===== config.mk =====
export PLATFORM = sky130hd
export DESIGN_NAME = inst_mem_loader_flat
export DESIGN_NICKNAME = d
export VERILOG_FILES = /design/src/rtl/inst_mem_loader_pkg.sv /design/src/rtl/inst_mem_loader_if.sv /design/src/rtl/inst_mem_loader.sv /design/src/flat_wrapper.sv
export SDC_FILE = /design/constraint.sdc
export NUM_CORES = 1
export LEC_CHECK = 0
export CORE_MARGIN = 2
export CORE_UTILIZATION = 50
export DETAILED_ROUTE_END_ITERATION = 7
export GPL_TIMING_DRIVEN = 0
export PLACE_DENSITY = 0.79
export SYNTH_ARGS = -nofsm -noshare
export SYNTH_HDL_FRONTEND = slang
export SYNTH_SLANG_ARGS = --single-unit
export TNS_END_PERCENT = 20

===== constraint.sdc =====
create_clock -name clk -period 9.4 [get_ports clk]
set_clock_uncertainty 0.15 [all_clocks]
set_input_delay 2.35 -clock clk [delete_from_list [all_inputs] [get_ports clk]]
set_output_delay 2.35 -clock clk [all_outputs]
set_load 0.03 [all_outputs]

===== src/rtl/inst_mem_loader_pkg.sv =====
`default_nettype none
// ============================================================================
//  Module   : inst_mem_loader_pkg
//  Brief    : Shared constants and state encoding for the instruction memory
//             loader and the fetch unit that reads the same memory.
//  Revision : 1.0 - initial release
// ============================================================================
package inst_mem_loader_pkg;

  // Instruction memory geometry, shared with the fetch unit
  localparam int IMEM_ADDR_W = 6;
  localparam int IMEM_DATA_W = 32;
  localparam int IMEM_DEPTH  = 1 << IMEM_ADDR_W;

  // Loader control states
  typedef enum logic [1:0] {
    ST_IDLE  = 2'd0,
    ST_LOAD  = 2'd1,
    ST_FLUSH = 2'd2,
    ST_DONE  = 2'd3
  } load_state_t;

endpackage
`default_nettype wire


===== src/rtl/inst_mem_loader_if.sv =====
`default_nettype none
// ============================================================================
//  Module   : inst_mem_loader_if
//  Brief    : Instruction stream handshake plus instruction memory write port.
//             master = stream source / memory side, slave = loader.
//  Revision : 1.0 - initial release
// ============================================================================
interface inst_mem_loader_if #(
  parameter int ADDR_W = 6,
  parameter int DATA_W = 32
);

  logic [DATA_W-1:0] in_data;
  logic              in_valid;
  logic              in_ready;
  logic              mem_we;
  logic [ADDR_W-1:0] mem_addr;
  logic [DATA_W-1:0] mem_wdata;

  modport master (
    output in_data,
    output in_valid,
    input  in_ready,
    input  mem_we,
    input  mem_addr,
    input  mem_wdata
  );

  modport slave (
    input  in_data,
    input  in_valid,
    output in_ready,
    output mem_we,
    output mem_addr,
    output mem_wdata
  );

endinterface
`default_nettype wire


===== src/rtl/inst_mem_loader.sv =====
`default_nettype none
// ============================================================================
//  Module   : inst_mem_loader
//  Brief    : Streams instruction words into the instruction memory at word
//             addresses 0..N-1, holds the CPU in reset while loading, and
//             reports completion with a done pulse and a running checksum.
//  Revision : 1.0 - initial release
// ============================================================================
module inst_mem_loader
  import inst_mem_loader_pkg::*;
#(
  parameter int ADDR_W = IMEM_ADDR_W,
  parameter int DATA_W = IMEM_DATA_W
) (
  input  logic                clk,
  input  logic                rst,
  input  logic                start,
  input  logic [ADDR_W:0]     load_len,
  inst_mem_loader_if.slave    bus,
  output logic                cpu_hold,
  output logic                busy,
  output logic                done,
  output logic [DATA_W-1:0]   checksum
);

  // Full memory depth expressed in the (ADDR_W+1)-bit length domain
  localparam logic [ADDR_W:0] DEPTH = {1'b1, {ADDR_W{1'b0}}};

  load_state_t      state;
  logic [ADDR_W:0]  count;
  logic [ADDR_W:0]  len_q;
  logic [ADDR_W:0]  len_clamped;
  logic             handshake;

  // Ready is a pure decode of the LOAD state so the source sees it in-cycle
  assign bus.in_ready = (state == ST_LOAD);
  assign handshake    = bus.in_valid & bus.in_ready;
  assign len_clamped  = (load_len > DEPTH) ? DEPTH : load_len;

  // Load FSM with counter, checksum and registered memory write port
  always_ff @(posedge clk) begin
    if (!rst) begin
      state         <= ST_IDLE;
      count         <= '0;
      len_q         <= '0;
      checksum      <= '0;
      cpu_hold      <= 1'b0;
      busy          <= 1'b0;
      done          <= 1'b0;
      bus.mem_we    <= 1'b0;
      bus.mem_addr  <= '0;
      bus.mem_wdata <= '0;
    end else begin
      bus.mem_we <= 1'b0;
      done       <= 1'b0;
      case (state)
        ST_IDLE: begin
          if (start) begin
            checksum <= '0;
            count    <= '0;
            busy     <= 1'b1;
            cpu_hold <= 1'b1;
            if (load_len == '0) begin
              // Empty program: skip straight to completion
              len_q <= '0;
              done  <= 1'b1;
              state <= ST_DONE;
            end else begin
              len_q <= len_clamped;
              state <= ST_LOAD;
            end
          end
        end
        ST_LOAD: begin
          if (handshake) begin
            bus.mem_we    <= 1'b1;
            bus.mem_addr  <= count[ADDR_W-1:0];
            bus.mem_wdata <= bus.in_data;
            count         <= count + 1'b1;
            checksum      <= checksum + bus.in_data;
            if (count == len_q - 1'b1) begin
              state <= ST_FLUSH;
            end
          end
        end
        ST_FLUSH: begin
          // Final write is on the port this cycle; completion follows
          done  <= 1'b1;
          state <= ST_DONE;
        end
        ST_DONE: begin
          busy     <= 1'b0;
          cpu_hold <= 1'b0;
          state    <= ST_IDLE;
        end
        default: begin
          state <= ST_IDLE;
        end
      endcase
    end
  end

endmodule
`default_nettype wire


===== src/flat_wrapper.sv =====
// flat-port wrapper written by rule: the top's interface ports become plain ports
module inst_mem_loader_flat import inst_mem_loader_pkg::*;
#(
  parameter int ADDR_W = IMEM_ADDR_W,
  parameter int DATA_W = IMEM_DATA_W
)
  (clk, rst, start, load_len, cpu_hold, busy, done, checksum, bus_in_data, bus_in_valid, bus_in_ready, bus_mem_we, bus_mem_addr, bus_mem_wdata);
  inst_mem_loader_if #(.ADDR_W(ADDR_W), .DATA_W(DATA_W)) bus_i ();
  input  logic clk;
  input  logic rst;
  input  logic start;
  input  logic [ADDR_W:0] load_len;
  output logic cpu_hold;
  output logic busy;
  output logic done;
  output logic [DATA_W-1:0] checksum;
  input wire logic [$bits(bus_i.in_data)-1:0] bus_in_data;
  input wire logic [$bits(bus_i.in_valid)-1:0] bus_in_valid;
  output wire logic [$bits(bus_i.in_ready)-1:0] bus_in_ready;
  output wire logic [$bits(bus_i.mem_we)-1:0] bus_mem_we;
  output wire logic [$bits(bus_i.mem_addr)-1:0] bus_mem_addr;
  output wire logic [$bits(bus_i.mem_wdata)-1:0] bus_mem_wdata;
  assign bus_i.in_data = bus_in_data;
  assign bus_i.in_valid = bus_in_valid;
  assign bus_in_ready = bus_i.in_ready;
  assign bus_mem_we = bus_i.mem_we;
  assign bus_mem_addr = bus_i.mem_addr;
  assign bus_mem_wdata = bus_i.mem_wdata;
  inst_mem_loader #(.ADDR_W(ADDR_W), .DATA_W(DATA_W)) u_core (.clk(clk), .rst(rst), .start(start), .load_len(load_len), .bus(bus_i), .cpu_hold(cpu_hold), .busy(busy), .done(done), .checksum(checksum));
endmodule

==> results of run 1 <==
layout make-up:
cell class              instances  area (um^2)  area share, %
multi-input cells             508         3272          48.19
flip-flops and latches         89         1782          26.24
repair buffers                116         1161          17.10
well taps                     136        170.2          2.506
clock buffers                  10        137.6          2.027
plain buffers                  31        131.4          1.935
clock inverters                 6        91.34          1.345
inverters                      12        45.04         0.6634
metal layers:
metal	up-vias	GRT usage, %	part of all wire, %
met5	-	0	0
met4	0	10.43	2.3
met3	28	5.334	6.4
met2	187	42.99	48
met1	2389	32.10	43
li1	2502	-	-
worst min-delay path, stage by stage, from the launching register on:
cell      delay, ns
dfxtp_1        0.32
nand2_1        0.04
a21boi_0       0.06
synthesized netlist by cell type, types with 7 or more instances:
master / number
a21o_1: 13
clkbuf_1: 26
and3_1: 8
a22oi_1: 11
inv_1: 12
nor2b_1: 26
xor2_1: 19
nand3_1: 10
a21boi_0: 42
nand2_1: 126
dfxtp_1: 89
o21ai_0: 9
nand2b_1: 9
xnor2_1: 16
ha_1: 37
a21oi_1: 37
o21ai_1: 24
nor3_1: 8
nor2_1: 26
nor3b_1: 7
state kept, by name (all words and copies together) (netlist names):
| register | count |
|---|---|
| u_core.bus.mem_addr | 6 |
| u_core.bus.mem_wdata | 32 |
| u_core.bus.mem_we | 1 |
| u_core.checksum | 32 |
| u_core.count | 7 |
| u_core.cpu_hold | 1 |
| u_core.done | 1 |
| u_core.len_q | 7 |
| u_core.state | 2 |
logic make-up (layout without fill, tap and decap cells):
group | after synthesis | in the layout
adders and majority gates | 38 | 38
and+or+nand+nor | 247 | 247
xor gates and xnor gates | 35 | 35
AOI/OAI and AO/OA | 184 | 184
muxes | 4 | 4
buffers and inverters | 43 | 175
DFF | 89 | 89
power by group through the flow:
stage,registers [W],clock network (W),logic [W]
after detailed placement,0.000467,0,0.000538
final,0.000458,0.000302,0.000544
after global routing,0.000465,0.000324,0.000591
after global placement,0.000465,0,0.000524
after CTS,0.000458,0.000305,0.000541
after floorplan,0.000537,0,0.000279
per-stage QoR:
stage	worst slack (ns)	total power, W
floorplan	4.567	0.0008161
global placement	3.728	0.0009886
detailed placement	3.654	0.001005
CTS	4.026	0.001305
global route	3.873	0.001380
finish	3.978	0.001304
worst paths after layout:
| path | start | endpoint | slack (ns) |
|---|---|---|---|
| worst max register to register | u_core.checksum[0] | u_core.checksum[28] | 6.08 |
| worst min register to register | u_core.bus.mem_wdata[14] | u_core.bus.mem_wdata[14] | 0.31 |
| worst max-delay path | bus_in_data[0] | u_core.checksum[28] | 3.98 |
| worst min-delay path | u_core.bus.mem_wdata[14] | u_core.bus.mem_wdata[14] | 0.31 |
==> flow_summary.yaml, run 1 <==
min_path:
  hold_depth: 2
  hp-class: "reg2reg"
critical_path:
  worst-path-stages: 13
  path_delay_family: "compound AO/OA/AOI/OAI gates"
  crit_buf_inv: 2
  critPathSlowestCell: "clkdlybuf4s50_1"
  critPathArrivalTime_ns: 5.54
  cpPeakStageDelay_ns: 0.52
  cp-end-kind: "flip-flop"
  crit_chain: "clkdlybuf4s50_1 -> ha_1 -> inv_1 -> fa_1 -> nand2b_1 -> a21oi_1 -> o31ai_2 -> a211oi_2 -> o22ai_2 -> o21ai_4 -> o21ai_2 -> and4b_1 -> or3_1"
  ff2ff_path_depth: 12
  cp_max_fo: 5
  worstPathRequired_ns: 9.52
  path_class: "in2reg"
  start_kind: "primary input"
power_and_ir_drop:
  switching_power_w: 0.0005109
  powerDensity_nw_per_um2: 192.1
  swShare_pct: 39.17
  combPwrFrac_pct: 41.7
  power_frac_clock_pct: 23.1
  p_int_w: 0.0007933
  leakagePower_nw: 2.638
  sequentialPowerShare_pct: 35.2
  ir_drop_uv: 130.3
grt:
  grt_pass1_wl_mm: 23.35
  track_usage_pct: 25.65
  overflow: 0
  grt_pass1_vias: 4880
  antenna_found_initial: 0
  grt_max_degree: 16
drt:
  drt_iter0_markers: 286
  wl_mm: 14.31
  vias: 5106
  drt_first_pass_iters: 5
  drt.antenna.violating_nets: 0
  wire_per_inst_um: 15.76
  remaining_drc_errors: 0
  via_per_inst: 5.623
clocking:
  cts_setup_buffers: 0
  cts_sinks: 89
  cts_resized: 0
  clkTransAtPathRegs_ns: 0.09
  clockRootBuffer: "clkbuf_8"
  cts_buffers: 9
  clk_path_buf_depth: 2
  cts_tree: "yes"
  cts_hold_buf: 0
  h-tree-depth: 3
  clock_latency_ns: 0.38
synthesis:
  synth_cell_type_count: 62
  synth_cells: 640
  synth.area.top_cells: "dfxtp_1 34%, nand2_1 9.0%, ha_1 8.9%"
  synth.area.mux_share_pct: 0.7656
  ys_warn_count: 0
  netlist_area_um2: 5230
  synthAdderAreaFrac_pct: 9.234
  synth_edf_count: 0
  syn_avg_cell_area_um2: 8.172
  synth-simple-area-share_pct: 22.34
  synthXorXnorAreaFrac_pct: 5.861
  ys_async_sr_fraction_pct: 0
  synth_top_area_share_pct: 34.07
  yosys.area.top_type: "dfxtp_1"
  synth_compound_area_share_pct: 24.35
  synth_top_family_by_area: "compound AO/OA/AOI/OAI gates"
  synth_ff_type: "dfxtp_1"
  yosysSeqAreaShare_pct: 34.07
  ys_ff_latch: 89
  synth_nets: 721
placed_design:
  post-dp-hpwl_mm: 10.78
  io_buffers: 116
  place_area_um2: 6561
  numPlacedInstances: 892
  gp_congestion: 0.9420
floorplanning:
  num_rows: 37
  die_h_um: 106.3
  die_x_um: 106.3
  start_util_pct: 51.12
  dieArea_um2: 11290
  core_um2: 10230
  io_pins: 118
cells_and_area:
  final_nets: 848
  diodes: 0
  fillerInstances: 820
  final_common_cell: "nand2_1"
  fin_util_pct: 66.37
  final_cells: 908
  area_growth_pct: 29.83
  final_cell_mix: "126 x nand2_1, 116 x clkdlybuf4s50_1, 89 x dfxtp_1, 42 x a21boi_0"
  fin_area_um2: 6790
  final_layout_size_suffix_gt1_share_pct: 3.368
timing:
  finalSetupTns_ns: 0
  post-route-period-util_pct: 57.68
  relSlewSlack_pct: 50.54
  layout_min_cycle_time_ns: 5.422
  finalHoldViolations: 0
  tightest_slew_ns: 0.7369
  fin_hold_ws_ns: 0.3145
  rsz0062_at_grt: "no"
  finalSetupViolCount: 0
  slew_viol_final: 0
  max_freq_ghz: 0.1844
flow_run:
  drv_cap: 0
outcome:
  status: "complete, no violations"
Power figures use the tool's default switching activity.
==> run 2: changes to the inputs <==
- clock period: 9.4 -> 5.2 ns (I/O delays scaled with it)
==> results of run 2 <==
Same layout as run 1 (identical final DEF). Status: complete, no violations.
Among the figures that moved: setup slack after placement 3.654 ns -> 0.5038 ns; setup slack after layout 3.978 ns -> 0.8278 ns; register-to-register setup slack 6.08 ns -> 1.88 ns; total power 0.001304 W -> 0.002358 W; worst IR drop on VDD 130.3 uV -> 235.5 uV
==> run 3: changes to the inputs <==
- CORE_UTILIZATION: 50 -> 46
- PLACE_DENSITY: 0.79 -> 0.77
- clock period: 5.2 -> 3.7 ns (I/O delays scaled with it)
==> run 3 against run 2 <==
  * Via count rose by 0.72%
  * Cell count up 0.88%
  * First-iteration DRC count shrank 4.5%
  * Sequential cell count did not move
  * Count of clock-buffer cells in the layout grew 5
  * Non-clock buffer count increased by 4
  * Final area grew 2.8%
  * Combinational power grew 41%
  * Highest routed layer unchanged
==> flow_summary.yaml, run 3 (synthesized netlist as in run 1, its figures left out) <==
placed_design:
  place_area_um2: 6566
  io_buffers: 116
  post-dp-hpwl_mm: 10.84
  gp_congestion: 0.9228
cells_and_area:
  fillerInstances: 922
  final_cell_mix: "126 x nand2_1, 114 x clkdlybuf4s50_1, 89 x dfxtp_1, 42 x a21boi_0, 36 x a21oi_1"
  reg_top3: "u_core.bus.mem_wdata x32, u_core.checksum x32"
  final_nets: 852
  final_common_cell: "nand2_1"
  final_layout_size_suffix_gt1_share_pct: 4.639
  area_growth_pct: 33.47
  multiInputGateArea_um2: 3323
  fin_area_um2: 6980
  diodes: 0
  register_area_um2: 1782
clocking:
  cts_tree: "yes"
  cts_buffers: 9
  clockRootBuffer: "clkbuf_16"
  clk_path_buf_depth: 2
  cts_sinks: 89
  clkTransAtPathRegs_ns: 0.06
  h-tree-depth: 3
  clock_latency_ns: 0.35
critical_path:
  critPathArrivalTime_ns: 3.71
  start_kind: "primary input"
  rr_startpoint: "u_core.state[1]"
  worstPathRequired_ns: 3.78
  path_delay_family: "compound AO/OA/AOI/OAI gates"
  cpPeakStageDelay_ns: 0.46
  path_class: "in2reg"
  cp-startpoint: "bus_in_data[13]"
  crit_chain: "clkdlybuf4s50_1 -> ha_2 -> and3_1 -> o2111a_1 -> o31ai_2 -> a211oi_2 -> o22ai_2 -> o21ai_4 -> o21ai_2 -> and4b_1 -> or3_1"
  crit_buf_inv: 1
  critPathSlowestCell: "clkdlybuf4s50_1"
  cp_max_fo: 7
  cp-end-kind: "flip-flop"
floorplanning:
  core_um2: 10980
  dieArea_um2: 12240
  die_h_um: 110.6
  start_util_pct: 47.62
  die_x_um: 110.6
  num_rows: 38
  io_pins: 118
timing:
  max_freq_ghz: 0.2756
  slew_viol_final: 0
  tightest_slew_ns: 0.7166
  finalHoldViolations: 0
  rsz0062_at_grt: "yes"
  relSlewSlack_pct: 52.05
  finalSetupViolCount: 0
  layout_min_cycle_time_ns: 3.628
  post-route-period-util_pct: 98.05
  fin_hold_ws_ns: 0.3123
drt:
  via_per_inst: 5.615
  drt_iter0_markers: 273
  vias: 5143
  remaining_drc_errors: 0
  wl_mm: 14.54
  drt.antenna.violating_nets: 0
  wire_per_inst_um: 15.87
  drt_first_pass_iters: 6
power_and_ir_drop:
  leakagePower_nw: 2.739
  p_int_w: 0.002242
  power_w: 0.003557
  power_frac_clock_pct: 27.9
  switching_power_w: 0.001316
  ir_drop_uv: 312.2
  swShare_pct: 36.98
  sequentialPowerShare_pct: 32.9
  powerDensity_nw_per_um2: 509.6
  combPwrFrac_pct: 39.2
grt:
  grt_pass1_vias: 5004
  overflow: 0
  track_usage_pct: 23.64
  antenna_found_initial: 0
  grt_max_degree: 14
  grt_pass1_wl_mm: 23.89
min_path:
  min_from: "u_core.bus.mem_wdata[18]"
  hp-class: "reg2reg"
outcome:
  status: "complete, no violations"
flow_run:
  drv_cap: 0
## run 3: cell count changes in the layout (fill, tap and decap cells not counted), moves of 3 or more
cell / change
clkinvlp_4: -3
buf_4: +4
clkbuf_8: -5
ha_1: -3
clkbuf_16: +9
## run 3: area by class of cell
class	count	area share, %
Buffer	31	1.882
Clock buffer	15	4.266
Tap cell	140	2.509
Inverter	12	0.6453
Clock inverter	1	0.4302
Multi-Input combinational cell	508	47.61
Timing Repair Buffer	120	17.14
Sequential cell	89	25.52
## run 3: per-stage QoR
| stage | worst slack, ns | instances | TNS, ns | util [%] |
|---|---|---|---|---|
| after global routing | -0.01435 | 916 | -0.01435 | 63.56 |
| after CTS | 0.01550 | 916 | 0 | 63.15 |
| after global placement | -0.5630 | 896 | -2.582 | 59.79 |
| final | 0.07212 | 916 | 0 | 63.56 |
| after detailed placement | -0.5731 | 896 | -3.035 | 59.79 |
| after floorplan | 0.2923 | 640 | 0 | - |
## run 3: layer usage
| metal | track usage, % | part of all wire, % | vias up |
|---|---|---|---|
| met3 | 4.940 | 5.7 | 26 |
| met1 | 28.84 | 45 | 2431 |
| met4 | 11.83 | 2.3 | 0 |
| met2 | 39.43 | 47 | 165 |
| li1 | - | - | 2521 |
| met5 | 0 | 0 | - |
## run 3: worst register-to-register path: stages, from the launching register on
cell and delay, ns:
dfxtp_1 0.36, inv_1 0.09, ha_1 0.28, and2_1 0.18, clkbuf_1 0.13, o21ai_1 0.57
and2_1 0.21, clkbuf_1 0.40, clkbuf_1 0.48, nand2_1 0.12, o21ai_1 0.10
## run 3: final timing paths
kind / end / slack, ns / cells after the start
setup reg to reg: u_core.checksum[18] / 0.54 / 10
hold reg to reg: u_core.bus.mem_wdata[18] / 0.31 / 2
setup / recovery: u_core.checksum[28] / 0.07 / 11
hold / removal: u_core.bus.mem_wdata[18] / 0.31 / 2
## run 3: repair_timing
| item | CTS | global route |
|---|---|---|
| pin swaps | 4 | 4 |
| hold buffers | 0 | 0 |
| endpoints found under the setup margin | 3 | 5 |
| setup buffers | 4 | 0 |
| gates resized for setup | 2 | 9 |
## run 3: power by group through the flow
stage	Clock, W	Sequential (W)	Combinational (W)
global route	0.00105	0.00119	0.00152
floorplan	0	0.00136	0.000709
detailed placement	0	0.00119	0.00136
CTS	0.00101	0.00117	0.00138
global placement	0	0.00118	0.00133
finish	0.000992	0.00117	0.00139
